===== src/rtl/util_axis_1553_string_decoder.sv =====
// util_axis_1553_string_decoder: decodes one 22-char ASCII 1553 word string beat into a 16-bit word plus TUSER descriptor
// Single registered output stage; s_axis_tready is combinational from the output state.
module util_axis_1553_string_decoder (
    input  logic         aclk,
    input  logic         arst,
    input  logic [175:0] s_axis_tdata,
    input  logic         s_axis_tvalid,
    output logic         s_axis_tready,
    output logic [15:0]  m_axis_tdata,
    output logic [7:0]   m_axis_tuser,
    output logic         m_axis_tvalid,
    input  logic         m_axis_tready
);
    logic [7:0]  c [22];
    logic [4:0]  h3, h2, h1, h0;
    logic [1:0]  fd, fp, fi;
    logic [2:0]  typ;
    logic        type_err, lit_err, err;
    logic [15:0] dec_data;
    logic [7:0]  dec_user;
    logic        accept;

    for (genvar g = 0; g < 22; g++) begin : g_chars
        assign c[g] = s_axis_tdata[175-8*g -: 8];
    end

    // {error, nibble}
    function automatic logic [4:0] hex_nib(input logic [7:0] ch);
        logic [7:0] d;
        d = (ch >= "0" && ch <= "9") ? ch - 8'h30 :
            (ch >= "A" && ch <= "F") ? ch - 8'h37 :
            (ch >= "a" && ch <= "f") ? ch - 8'h57 : 8'h10;
        return d[4] ? 5'h10 : {1'b0, d[3:0]};
    endfunction

    // {error, bit}
    function automatic logic [1:0] flag_bit(input logic [7:0] ch);
        return (ch == "0") ? 2'b00 : (ch == "1") ? 2'b01 : 2'b10;
    endfunction

    always_comb begin
        h3       = hex_nib(c[16]);
        h2       = hex_nib(c[17]);
        h1       = hex_nib(c[18]);
        h0       = hex_nib(c[19]);
        fd       = flag_bit(c[6]);
        fp       = flag_bit(c[9]);
        fi       = flag_bit(c[12]);
        typ      = ({c[0], c[1], c[2], c[3]} == "DATA") ? 3'b010 :
                   ({c[0], c[1], c[2], c[3]} == "CMDS") ? 3'b100 : 3'b000;
        type_err = (typ == 3'b000);
        lit_err  = (c[4] != ";") | (c[7] != ";") | (c[10] != ";") | (c[13] != ";") |
                   (c[5] != "D") | (c[8] != "P") | (c[11] != "I") | (c[14] != "H") |
                   (c[15] != "x") | (c[20] != 8'h0D) | (c[21] != 8'h0A);
        err      = type_err | lit_err | fd[1] | fp[1] | fi[1] | h3[4] | h2[4] | h1[4] | h0[4];
        dec_data = {h3[3:0], h2[3:0], h1[3:0], h0[3:0]};
        dec_user = {typ, 1'b0, err, fd[0], fp[0], fi[0]};
    end

    assign s_axis_tready = ~arst & (~m_axis_tvalid | m_axis_tready);
    assign accept        = s_axis_tvalid & s_axis_tready;

    always_ff @(posedge aclk) begin
        if (arst) begin
            m_axis_tdata  <= '0;
            m_axis_tuser  <= '0;
            m_axis_tvalid <= 1'b0;
        end else if (accept) begin
            m_axis_tdata  <= dec_data;
            m_axis_tuser  <= dec_user;
            m_axis_tvalid <= 1'b1;
        end else if (m_axis_tready) begin
            m_axis_tvalid <= 1'b0;
        end
    end
endmodule


===== config.mk =====
export PLATFORM = sky130hd
export DESIGN_NAME = util_axis_1553_string_decoder
export DESIGN_NICKNAME = d
export VERILOG_FILES = /design/src/rtl/util_axis_1553_string_decoder.sv
export SDC_FILE = /design/constraint.sdc
export NUM_CORES = 1
export LEC_CHECK = 0
export ABC_AREA = 1
export BUFFER_PORTS_ARGS = -buffer_cell sky130_fd_sc_hd__buf_4
export CORE_AREA = 2 2 80 82
export DETAILED_ROUTE_END_ITERATION = 8
export DIE_AREA = 0 0 82 84
export PLACE_DENSITY_LB_ADDON = 0.05
export SYNTH_ARGS = -nofsm -noshare
export SYNTH_HDL_FRONTEND = slang
export SYNTH_SLANG_ARGS = --single-unit
export TNS_END_PERCENT = 100

===== constraint.sdc =====
create_clock -name aclk -period 2.7 [get_ports aclk]
set_clock_uncertainty 0.2 [all_clocks]
set_input_delay 0.135 -clock aclk [delete_from_list [all_inputs] [get_ports aclk]]
set_output_delay 0.135 -clock aclk [all_outputs]
set_load 0.05 [all_outputs]

==> results of run 1 <==
## worst max-delay path by stage
stage / from / endpoint / slack, ps / cells after the start
final: arst / m_axis_tdata[7] / 600 / 7
after global routing: arst / m_axis_tdata[7] / 470 / 7
after CTS: arst / m_axis_tdata[7] / 580 / 7
after detailed placement: m_axis_tvalid / m_axis_tdata[7] / 870 / 7
after global placement: m_axis_tvalid / m_axis_tdata[3] / 940 / 7
after floorplan: m_axis_tvalid / m_axis_tdata[2] / 970 / 7
## power by group through the flow
stage                     logic [mW]  clock network [mW]  registers [mW]
final                          0.393               0.208           0.347
after global routing           0.436               0.230           0.348
after CTS                      0.394               0.213           0.347
after detailed placement       0.385                   0           0.355
after global placement         0.378                   0           0.355
after floorplan                0.134                   0           0.375
## layout by cell type, fill, tap and decap left out, types with 2 or more instances in the layout
cell,netlist,layout
clkbuf_8,0,3
nand2_1,124,124
buf_4,4,203
nor2b_1,2,2
dfxtp_1,23,23
dlygate4sd3_1,0,7
a21oi_1,21,21
ha_1,12,12
a21oi_4,2,2
nand2_2,2,2
nor2_1,75,75
nand3_1,42,42
and2_1,2,2
nand4_1,5,5
conb_1,1,2
xor2_1,4,4
nand3b_1,4,4
o21ai_0,7,7
nor3_1,7,7
inv_1,84,84
## routing by layer
metal,track usage,part of all wire,vias to the layer above
li1,-,-,1721
met1,0.2402,0.39,1341
met2,0.4065,0.48,135
met3,0.05195,0.093,32
met4,0.09545,0.040,0
met5,0,0,-
## critical path: stages
cell	delay, ps
dlygate4sd3_1	530
buf_4	210
nor3_4	540
inv_4	240
a21oi_4	200
nand3b_1	100
a21oi_1	130
## state kept, by name, summed over array words and instances (netlist names)
register / flops
m_axis_tdata: 16
m_axis_tuser: 6
m_axis_tvalid: 1
## through the flow
| step | total power [mW] | setup WS [ps] |
|---|---|---|
| final | 0.9490 | 602.8 |
| after global routing | 1.014 | 466.2 |
| after CTS | 0.9537 | 576.8 |
| after detailed placement | 0.7405 | 868.0 |
| after global placement | 0.7332 | 935.9 |
| after floorplan | 0.5082 | 974.9 |
## kinds of logic after synthesis
kind of cell,Yosys count
compound gates,33
fa+ha+maj,12
xor+xnor,4
other cells,1
flops,23
simple gates,265
buf+inv,92
## cell type report
type / instances / area [um^2] / share of cell area
multi-input combinational: 316 / 1504 / 0.3740
tap: 77 / 96.34 / 0.02396
clock buffer: 4 / 45.04 / 0.01120
sequential: 23 / 460.4 / 0.1145
timing repair buffer: 210 / 1594 / 0.3964
inverter: 85 / 321.6 / 0.07996
==> out/metrics.csv, run 1 <==
metric;value;unit
antenna_found_initial;0;
syn_inst;430;
first_pass_iters;4;
relSlewSlack;0.6086;
synthArstFlopShare;0;
grt_pass1_wl;12630;um
p_sw;0.2742;mW
post-cts-setup-buffers;0;
cts.path.max_buffers;2;
ctsResizeCount;0;
ys_types;26;
instances_no_fill;715;
r2r_slack;860;ps
synthSimpleGateAreaFrac;0.4762;
p_leak;2.244;nW
nets;831;
vias;3229;
synthFlopType;dfxtp_1;
htreeDepth;1;
finalMaxSlewViolations;0;
hold_depth;4;
place_area;0.003906;mm^2
synthXorXnorAreaFrac;0.01498;
utilization;0.6597;
fp.dieArea;0.006888;mm^2
synth_top_area_frac;0.1990;
rr_startpoint;m_axis_tvalid;
drv_cap;0;
grt_max_degree;28;
cts_made_buffers;3;
synth_area_per_cell;5.438;um^2
setup-tns-final;0;ps
coreArea;0.006096;mm^2
synth_fa_ha_area_frac;0.06421;
min_to;m_axis_tuser[0];
synth_edf_count;0;
synth-compound-area-share;0.08454;
cts.sinks;23;
rows;29;
yosysMostFrequentCell;nand2_1;
drive_gt1_frac;0.3354;
place.gp.congestion;0.8716;
power.internal;0.6748;mW
grt_usage;0.2242;
seqPwrFrac;0.366;
synth_top_family_by_area;simple AND/OR/NAND/NOR gates;
n_antenna_cell;0;
root_buffer;clkbuf_8;
min_path_type;primary input to register;
powerDensity;236.0;mW/mm^2
yosys-top-cells-count;nand2_1, inv_1, nor2_1;
dieWidth;82;um
netlist_area;0.002338;mm^2
critical_path_class;primary input to register;
area_growth;71.96;%
holdWs;8.453;ps
end_kind;register;
start_kind;primary input;
synth.area.mux_share;0;
max_freq;476.8;MHz
initial_core_util;0.3836;
drt-total-wl;7917;um
grt-ovfl-total;0;
clkSlewWorstSetupHoldPaths;80;ps
hold_buffers;7;
yosysTopAreaCell;nand2_1;
ant_nets;0;
min_from;s_axis_tdata[74];
place_inst;704;
tightest_slew;585.2;ps
drt-wirelength-per-cell;11.07;um
power_frac_clock;0.220;
design_area;0.004021;mm^2
clk_latency;250;ps
post-dp-hpwl;6795;um
period_needed;2097;ps
r2r_cells;7;
rsz0062_at_grt;no;
tritoncts;done;
nFillCells;608;
crit_arrival;2090;ps
status;completed;
synthTopCellsByArea;nand2_1, dfxtp_1, inv_1;
die_y;84;um
vias_per_cell;4.516;
setup_viol;0;
grt_pass1_vias;3134;
ys_warn_count;0;
p_sw_frac;0.2890;
hold_viol;0;
ys_seq_area_frac;0.1969;
worstReg2RegEnd;m_axis_tdata[7];
finalCritPeriodShare;0.7768;
synth_seq_cells;23;
io_buffers;203;
io_pins;206;
power_frac_comb;0.414;
ir_drop;0.1619;mV
drt_iter0_markers;84;
crit_required;2690;ps
drc;0;
path_max_fanout;27;
Power figures use the tool's default switching activity.
==> run 2: changes to the inputs <==
- ABC_AREA: 1 -> 0
- CORE_AREA: 2 2 80 82 -> unset
- CORE_MARGIN: unset -> 1.5
- CORE_UTILIZATION: unset -> 32
- DIE_AREA: 0 0 82 84 -> unset
- clock period: 2.7 -> 1.8 ns (I/O delays scaled with it)
==> out/metrics.csv, run 2 <==
metric;value;unit;change
status;complete, but fails checks;;
violations;negative hold slack;;
synth_seq_cells;23;;unchanged
drt-total-wl;7612;um;-3.9%
largest_register;m_axis_tdata;;
drc;0;;unchanged
utilization;0.6754;;+0.01569
drt_iter0_markers;55;;-35%
coreArea;0.005886;mm^2;-3.4%
finalMaxSlewViolations;0;;unchanged
p_sw_frac;0.3048;;+0.01580
crit_arrival;1750;ps;-340 ps
initial_core_util;0.3304;;-0.05326
ys_seq_area_frac;0.2368;;+0.03991
io_buffers;203;;unchanged
cts_made_buffers;3;;unchanged
power.internal;1.079;mW;+60%
synth_top_area_frac;0.2368;;+0.03777
instances_no_fill;570;;-20%
end_kind;register;;
nets;688;;-17%
largest_register_ffs;16;;unchanged
synthFlopType;dfxtp_1;;
rows;28;;-3.4%
antenna_found_initial;0;;unchanged
yosys-top-cells-count;nor2_1, dfxtp_1, nand2_1;;
rsz0062_at_grt;yes;;
critical_path_class;primary input to register;;
ys_warn_count;0;;unchanged
place_inst;550;;-22%
area_growth;104.4;%;
power_frac_clock;0.225;;+0.005
finalCritPeriodShare;0.9895;;
grt-ovfl-total;0;;unchanged
final_common_cell;buf_4;;
place.gp.congestion;0.8674;;-0.48%
place_ws;-180.7;ps;-1049 ps
powerDensity;390.3;mW/mm^2;+65%
synth_edf_count;0;;unchanged
n_antenna_cell;0;;unchanged
grt_pass1_vias;2775;;-11%
max_freq;561.5;MHz;
first_pass_iters;4;;unchanged
start_kind;primary input;;
drt-wirelength-per-cell;13.35;um;+21%
path_max_fanout;2;;-93%
grt_usage;0.2273;;+0.003147
p_sw;0.4728;mW;+72%
fp.dieArea;0.006553;mm^2;-4.9%
drive_gt1_frac;0.5051;;+0.1696
grt_pass1_wl;11820;um;-6.4%
synthArstFlopShare;0;;unchanged
p_leak;1.893;nW;-16%
fin_ws;18.99;ps;-583.8 ps
holdWs;-0.2765;ps;-8.730 ps
syn_inst;248;;-42%
vias;2894;;-10%
final_cell_mix;buf_4, nor2_1, dfxtp_1;;
ant_nets;0;;unchanged
setup-tns-final;0;ps;unchanged
post-dp-hpwl;6440;um;-5.2%
setup_viol;0;;unchanged
relSlewSlack;0.6754;;+0.06683
io_pins;206;;unchanged
root_buffer;clkbuf_8;;
cts.sinks;23;;unchanged
tritoncts;done;;
hold_viol;1;;+1
ir_drop;0.3230;mV;+100%
seqPwrFrac;0.346;;-0.020
power_frac_comb;0.429;;+0.015
period_needed;1781;ps;
yosysTopAreaCell;dfxtp_1;;
clkSlewWorstSetupHoldPaths;90;ps;about the same
ys_types;55;;+110%
crit_required;1770;ps;-920 ps
vias_per_cell;5.077;;+12%
yosysMostFrequentCell;nor2_1;;
htreeDepth;1;;unchanged
nFillCells;509;;-16%
grt_max_degree;22;;-21%
dieWidth;80.95;um;-1.3%
clk_latency;270;ps;+20 ps
netlist_area;0.001944;mm^2;-17%
min_path_type;primary input to register;;
die_y;80.95;um;-3.6%
cts.path.max_buffers;2;;unchanged
top_regs;m_axis_tdata: 16 flops, m_axis_tuser: 6 flops, m_axis_tvalid: 1 flops;;
tightest_slew;480.1;ps;-105.1 ps
drv_cap;0;;unchanged
synth_area_per_cell;7.840;um^2;+44%
synthTopCellsByArea;dfxtp_1, ha_1, nor4b_1;;
run 2: worst paths after layout:
| path | startpoint | end | slack, ps | depth (start not counted) |
|---|---|---|---|---|
| worst min-delay path | s_axis_tdata[100] | m_axis_tuser[1] | -0.3 | 5 |
| worst max-delay path | s_axis_tdata[145] | m_axis_tuser[3] | 20 | 8 |
| worst min register to register | m_axis_tdata[11] | m_axis_tdata[11] | 250 | 2 |
| worst max register to register | m_axis_tvalid | m_axis_tuser[3] | 310 | 5 |
run 2: cell families (layout without fill, tap and decap cells):
family	Yosys count	after routing	synth area share
flip-flops	23	23	0.2368
adder cells (fa/ha/maj)	12	12	0.07722
buffers and inverters	22	268	0.05019
other	1	2	0.001929
AO/OA/AOI/OAI	57	57	0.2265
XOR/XNOR	3	3	0.01352
AND/OR/NAND/NOR	130	130	0.3938
run 2: metal layers:
metal / GRT usage / share of wire
met5: 0 / 0
met4: 0.07069 / 0.020
met3: 0.03483 / 0.072
met2: 0.4408 / 0.52
met1: 0.2497 / 0.39
run 2: worst max-delay path: stages:
cell and delay [ps]:
buf_4 110, dlygate4sd3_1 550, nor4bb_1 250, nand2_1 100, buf_4 140, o21ai_0 80
nand4_1 150, o31a_1 290
run 2: metrics by stage:
stage          cell area (um^2)  hold slack, ps  total power, mW
6_report                   3975         -0.2765            1.551
5_1_grt                    3975           25.45            1.635
4_1_cts                    3965           3.243            1.554
3_5_place_dp               3766           114.4            1.188
3_3_place_gp               3766           100.7            1.176
2_1_floorplan              1961           10.67           0.7734
run 2: power groups by stage:
stage	clock network, mW	logic [mW]	registers (mW)
global placement	0	0.629	0.547
floorplan	0	0.167	0.607
CTS	0.351	0.668	0.536
global route	0.380	0.718	0.538
detailed placement	0	0.641	0.548
finish	0.350	0.666	0.536
run 2: final cells by class:
cell class	instances	area (um^2)	area share
repair buffers	250	1917	0.4822
multi-input cells	204	1403	0.3529
clock inverters	1	7.507	0.001889
inverters	14	52.55	0.01322
flip-flops and latches	23	460.4	0.1158
clock buffers	3	41.29	0.01039
well taps	75	93.84	0.02361
run 2: repair_timing:
item | CTS | global route
hold buffers | 15 | 0
endpoints found under the setup margin | 0 | 1
gates resized for setup | 0 | 1
hold endpoints to repair | 11 | 0
buffers inserted | 0 | 1
